$ cat config.mk
export PLATFORM = sky130hd
export DESIGN_NAME = sprite_addr_cal
export DESIGN_NICKNAME = d
export VERILOG_FILES = /design/src/rtl/sprite_addr_cal.sv
export SDC_FILE = /design/constraint.sdc
export NUM_CORES = 1
export LEC_CHECK = 0
export ABC_AREA = 0
export BUFFER_PORTS_ARGS = -buffer_cell sky130_fd_sc_hd__buf_4
export CAP_MARGIN = 10
export CORE_ASPECT_RATIO = 1.5
export CORE_MARGIN = 2
export CORE_UTILIZATION = 40
export CTS_CLUSTER_SIZE = 30
export DETAILED_ROUTE_END_ITERATION = 12
export SETUP_SLACK_MARGIN = 0.4
export SYNTH_ARGS = -nofsm -noshare
export SYNTH_HDL_FRONTEND = slang
export SYNTH_SLANG_ARGS = --single-unit
$ cat constraint.sdc
create_clock -name clk -period 1.1 [get_ports clk]
set_clock_uncertainty 0.15 [all_clocks]
set_input_delay 0.055 -clock clk [delete_from_list [all_inputs] [get_ports clk]]
set_output_delay 0.055 -clock clk [all_outputs]
set_load 0.02 [all_outputs]
$ cat src/rtl/sprite_addr_cal.sv
// Per-sprite texel address generator: window hit test plus pattern-memory address, one-cycle latency.
// Optional vertical flip on sprite_info[9] when SPRITE_ADDR_VFLIP_EN is defined.
module sprite_addr_cal #(
    parameter int unsigned ADDR_W  = 16,
    parameter int unsigned COORD_W = 10
) (
    input  logic                 clk,
    input  logic                 reset_n,
    input  logic [79:0]          pattern_info,
    input  logic [31:0]          sprite_info,
    input  logic [COORD_W-1:0]   hcount,
    input  logic [COORD_W-1:0]   vcount,
    output logic [ADDR_W-1:0]    addr_output,
    output logic                 valid
);

    localparam int unsigned FIELD_W = 16;
    localparam int unsigned ATTR_W  = 10;
    localparam int unsigned DW      = COORD_W + 1;
    localparam int unsigned EW      = FIELD_W + 1;

    typedef struct packed {
        logic [FIELD_W-1:0] append;
        logic [FIELD_W-1:0] res_h;
        logic [FIELD_W-1:0] res_v;
        logic [FIELD_W-1:0] act_h;
        logic [FIELD_W-1:0] act_v;
    } pattern_t;

    typedef struct packed {
        logic               visible;
        logic               hflip;
        logic [COORD_W-1:0] x;
        logic [COORD_W-1:0] y;
        logic [ATTR_W-1:0]  attr;
    } sprite_t;

    pattern_t           pat;
    sprite_t            spr;
    logic [DW-1:0]      dx;
    logic [DW-1:0]      dy;
    logic               h_in;
    logic               v_in;
    logic               inside_c;
    logic [ADDR_W-1:0]  col_c;
    logic [ADDR_W-1:0]  row_c;
    logic [ADDR_W-1:0]  addr_c;

    assign pat = pattern_t'(pattern_info);
    assign spr = sprite_t'(sprite_info);

`ifdef SPRITE_ADDR_VFLIP_EN
    logic [ATTR_W-2:0] attr_unused;
    assign attr_unused = spr.attr[ATTR_W-2:0];
`else
    logic [ATTR_W-1:0] attr_unused;
    assign attr_unused = spr.attr;
`endif

    // Window test in widened arithmetic so x+act_h and y+act_v cannot wrap.
    always_comb begin
        dx       = DW'(hcount) - DW'(spr.x);
        dy       = DW'(vcount) - DW'(spr.y);
        h_in     = (hcount >= spr.x) && (EW'(dx) < EW'(pat.act_h)) && (EW'(dx) < EW'(pat.res_h));
        v_in     = (vcount >= spr.y) && (EW'(dy) < EW'(pat.act_v)) && (EW'(dy) < EW'(pat.res_v));
        inside_c = spr.visible && h_in && v_in;
    end

    // Texel column/row selection and address, wrapping modulo 2^ADDR_W.
    always_comb begin
        col_c = ADDR_W'(dx);
        if (spr.hflip) begin
            col_c = ADDR_W'(pat.act_h) - ADDR_W'(1) - ADDR_W'(dx);
        end
        row_c = ADDR_W'(dy);
`ifdef SPRITE_ADDR_VFLIP_EN
        if (spr.attr[ATTR_W-1]) begin
            row_c = ADDR_W'(pat.act_v) - ADDR_W'(1) - ADDR_W'(dy);
        end
`endif
        addr_c = ADDR_W'(pat.append) + ADDR_W'(row_c * ADDR_W'(pat.res_h)) + col_c;
    end

    always_ff @(posedge clk or negedge reset_n) begin
        if (!reset_n) begin
            valid       <= 1'b0;
            addr_output <= '0;
        end else begin
            valid       <= inside_c;
            addr_output <= inside_c ? addr_c : '0;
        end
    end

endmodule

==> reports/qor.csv, run 1 <==
metric,value,unit
status,"complete, but fails checks",
failing checks,negative setup slack,
CP Launch Point,hcount[0],
clk buf depth,2,
vias per cell,4.82,
critical path's slowest cell,fa_1,
Ant. Diodes,0,
Final setup viols,17,
async set-or-reset flop fraction in the synthesized netlist,100,%
die height,171,µm
layout cells sized above 1,39.6,%
HP Class,in -> async,
initial drt markers,222,
DRC Markers,0,
routability cong.,0.877,
GRT Resource Usage Total,22.4,%
"commonest cells after routing, fill and taps aside","buf_4 (292), inv_1 (217), fa_1 (100)",
hpwl dp,18.4,mm
cell count after synthesis,908,
max cap viols,0,
die span in x,115,µm
routed len/inst,14.6,µm
row count,61,
Port Buffer Count,140,
core box area,18300,µm²
CTS sink cnt,17,
post-synthesis instance area,7410,µm²
Max-slew headroom,62.7,%
Syn Nets,1253,
final hold viol count,0,
first-pass GRT wire length,34.4,mm
Nets,1587,
Pre-antenna DRT Iters,4,
RSZ-0062 raised after global routing,true,
I/O pin cnt,151,
Vias,7035,
Tmin final,6.55,ns
Least-Margin Pin Slew,0.556,ns
full die area,19700,µm²
clk slew on worst S/H paths,0.06,ns
#FFs+latches synth,17,
Synth top area share,28.6,%
commonest register cell after synthesis,dfrtp_1,
Fin Hold WS,0.0532,ns
Yosys warning total,0,
FMAX,153,MHz
Initial Util,40.5,%
largest net degree at the start of global routing,18,
WP data arrival,6.55,ns
largest area contributor in the netlist,fa_1,
final worst slack,-5.45,ns
Inserted Clock Buffers,3,
antenna violation net count after detailed routing,0,
Syn Area/Cell,8.16,µm²
fin crit share,595,%
"Max FO, Critical Path",3,
CP Launch Type,input pin,
CP required,1.10,ns
worst setup path class,in -> reg,
Cell variety after synth,56,
Critical Path Max Stage Delay,0.50,ns
"commonest non-fill, non-tap cell in the layout",buf_4,
share of the yosys chip area belonging to registers,5.74,%
DRT Wirelength,21.3,mm
total congestion overflow,0,
Util after Layout,62.0,%
CP most frequent cell,inv_2,
Crit. End Element,flop,
CTS Root Cell,clkbuf_16,
"EDFF count, synth",0,
initial antenna violation count,0,
leading post-synthesis cells by cell area,"fa_1 (29%), ha_1 (18%), inv_1 (12%)",
area grow syn2layout,53.2,%
CTS tree,yes,
fin. max-slew vios,0,
vias in the first global route,7216,
crit path to,addr_output[15],
H-tree lvl count,1,
==> through the flow <==
step                setup TNS [ns]  setup WS, ns  cell area [µm²]  instances
floorplan                   -62.43         -5.24             7820        908
global placement            -72.06         -5.79            10300       1425
detailed placement          -72.70         -5.83            10300       1425
CTS                         -66.13         -5.40            11000       1445
global route                -71.86         -5.77            11400       1461
finish                      -68.10         -5.45            11400       1461
==> synth_stat cells, drive strengths merged, types with 4 or more instances <==
cell type  number
fa            106
o21bai          6
a211oi          4
ha            105
nor3           25
nor2           36
and2           29
a21boi          6
nand2b         17
clkbuf         16
nand3b          4
xor2           18
buf             4
nor2b          12
nand4           5
dfrtp          17
a21oi          35
nand2          82
o21a           13
o21ai          32
a21o           16
xnor2          28
or4             4
inv           245
==> timing repair <==
action                                  CTS  global route
buffers inserted                         13            16
endpoints found under the setup margin   34            34
hold endpoints to repair                 17             0
gates cloned                              2             0
resized for setup                        94            48
hold buffers                              1             0
pin swaps                                77            50
==> how the worst min path moves through the flow <==
stage                     slack, ns    start               to  cells past startpoint
final                          0.05  reset_n            valid                      2
after global routing           0.08  reset_n  addr_output[12]                      2
after CTS                      0.06  reset_n            valid                      2
after detailed placement      -0.21  reset_n            valid                      1
after global placement        -0.21  reset_n            valid                      1
after floorplan               -0.39  reset_n   addr_output[0]                      0
==> registers in the layout, indices dropped and copies added, names as in the netlist <==
signal       flops
addr_output     16
valid            1
==> metal layers <==
layer	global-route usage [%]	vias up	share of wire [%]
li1	-	3469	-
met1	24.9	3387	35
met2	44.0	146	58
met3	1.28	33	2.8
met4	7.96	0	3.8
met5	0	-	0
==> cells by family after synthesis <==
logic type / after synthesis / synth area share, %
flops: 17 / 5.74
xor+xnor: 49 / 6.35
mux: 3 / 0.405
simple gates: 229 / 15.5
fa+ha+maj: 211 / 46.4
buf+inv: 266 / 14.0
compound gates: 133 / 11.6
==> area by class of cell <==
| type | instances | area, µm² |
|---|---|---|
| Timing Repair Buffer | 350 | 2920 |
| Fill cell | 1637 | 6960 |
| Multi-Input combinational cell | 625 | 6690 |
| Clock inverter | 1 | 7.51 |
| Inverter | 245 | 962 |
| Clock buffer | 3 | 75.1 |
| Sequential cell | 17 | 425 |
| Tap cell | 220 | 275 |
==> critical path, delay by kind of cell <==
| family | cells | cell delay (ns) |
|---|---|---|
| fa+ha+maj | 8 | 2.87 |
| compound gates | 12 | 2.07 |
| buf+inv | 12 | 0.93 |
| simple gates | 4 | 0.40 |
| xor+xnor | 2 | 0.22 |
Power of run 1 is not shown: default switching activity piles up to over one toggle a cycle in this logic, so the estimate is an artifact.
==> run 2, diff against run 1 <==
Settings changed: CORE_MARGIN 2 to 5, CORE_UTILIZATION 40 to 55, CTS_BUF_LIST set to sky130_fd_sc_hd__clkbuf_8, PLACE_DENSITY set to 0.8.
==> run 2 against run 1 <==
Against the previous run:
- the flow still finishes with violations (negative setup slack)
- design area fell by 2.9%
- hold slack lost 0.017 ns
- largest cell class unchanged
- utilization is 21 points higher
- critical path type unchanged
==> reports/qor.csv, run 2 (synthesized netlist as in run 1, its figures left out) <==
metric,value,unit,change
full die area,15900,µm²,-19%
GRT Resource Usage Total,29.2,%,+6.8 points
Least-Margin Pin Slew,0.711,ns,+0.155 ns
post-route cell area,11000,µm²,-2.9%
max cap viols,0,,unchanged
Util after Layout,82.6,%,+21 points
Ant. Diodes,0,,unchanged
CP Launch Point,hcount[0],,
failing checks,negative setup slack,,
CTS sink cnt,17,,unchanged
clk slew on worst S/H paths,0.08,ns,+0.02 ns
DP Cell Count,1377,,-3.4%
GR Util met1,28.6,%,+3.7 points
GR Util met2,56.7,%,+13 points
Biggest register,addr_output,,
status,"complete, but fails checks",,
die span in x,105,µm,-9.0%
Vias,7615,,+8.2%
Placement Cell Area,10400,µm²,+0.15%
area grow syn2layout,48.7,%,
initial drt markers,360,,+62%
CP required,1.11,ns,about the same
"commonest cells after routing, fill and taps aside","buf_4 (312), inv_1 (218), fa_1 (101)",,
CP most frequent cell,xnor2_1,,
CTS Root Cell,clkbuf_8,,
Port Buffer Count,140,,unchanged
WP data arrival,6.69,ns,+0.14 ns
core box area,13300,µm²,-27%
"CP delay by family, top",adder cells,,
CP Launch Type,input pin,,
fin crit share,608,%,+12 points
final setup TNS,-68.81,ns,-0.716 ns
Critical Path Max Stage Delay,0.49,ns,about the same
critical path's slowest cell,fa_1,,
initial antenna violation count,0,,unchanged
worst setup path class,in -> reg,,
"Max FO, Critical Path",4,,+1
Nets,1584,,-0.19%
Inserted Clock Buffers,3,,unchanged
"commonest non-fill, non-tap cell in the layout",buf_4,,
DRC Markers,0,,unchanged
Max-slew headroom,52.3,%,-10 points
HP Class,in -> async,,
first-pass GRT wire length,38.0,mm,+10%
vias in the first global route,8390,,+16%
I/O pin cnt,151,,unchanged
die height,152,µm,-11%
clk buf depth,2,,unchanged
busiest grt layer,met2,,
Tmin final,6.69,ns,+0.135 ns
Initial Util,55.6,%,+15 points
antenna violation net count after detailed routing,0,,unchanged
GRT met3 Usage,3.05,%,+1.8 points
routability cong.,0.926,,+5.5%
FMAX,150,MHz,-2.0%
final worst slack,-5.59,ns,-0.135 ns
Crit. End Element,flop,,
DRT Wirelength,24.8,mm,+16%
H-tree lvl count,1,,unchanged
max reg flops,16,,unchanged
final hold viol count,0,,unchanged
layout cells sized above 1,38.8,%,-0.87 points
largest net degree at the start of global routing,18,,unchanged
row count,52,,-15%
Pre-antenna DRT Iters,7,,+3
fin. max-slew vios,0,,unchanged
Top Registers,"addr_output x16, valid x1",,
routed len/inst,17.7,µm,+21%
worst path buffer plus inverter count,7,,-5
Final setup viols,17,,unchanged
Non-Filler Instances,1400,,-4.2%
CTS tree,yes,,
RSZ-0062 raised after global routing,true,,
hpwl dp,19.6,mm,+6.5%
total congestion overflow,0,,unchanged
vias per cell,5.44,,+13%
==> run 2: changes by cell type in the layout (fill, tap and decap cells not counted), sizes merged <==
cell / change
bufbuf: -1
inv: +1
clkinv: -1
buf: -2
==> run 2: worst max path at each step <==
stage | endpoint | cells past startpoint
after floorplan | addr_output[15] | 34
after global placement | addr_output[15] | 36
after detailed placement | addr_output[15] | 35
after CTS | addr_output[15] | 34
after global routing | addr_output[15] | 36
final | addr_output[15] | 36
==> run 2: repair_timing <==
action	in CTS	in global routing
resized for setup	73	31
hold endpoints to repair	17	0
pin swaps	56	43
endpoints found under the setup margin	34	34
hold buffers	1	0
setup buffers	13	5
==> run 2: final cells by class <==
class / instances / area, µm²
Multi-Input combinational cell: 625 / 6630
Timing Repair Buffer: 347 / 2760
Fill cell: 772 / 2320
Inverter: 245 / 957
Sequential cell: 17 / 425
Tap cell: 162 / 203
Clock buffer: 3 / 41.3
Clock inverter: 1 / 7.51
==> run 2: stage by stage <==
step	setup slack [ns]	hold WS, ns
floorplan	-5.24	-0.391
global placement	-5.76	-0.213
detailed placement	-5.88	-0.213
CTS	-5.45	0.0391
global route	-5.85	0.0711
finish	-5.59	0.0365
==> run 2: per-layer routing <==
| layer | wire length (µm) | vias to the layer above |
|---|---|---|
| li1 | - | 3459 |
| met1 | 7850 | 3675 |
| met2 | 13700 | 339 |
| met3 | 1210 | 142 |
| met4 | 1970 | 0 |
| met5 | 0 | - |
Power of run 2 is left out for the same reason.
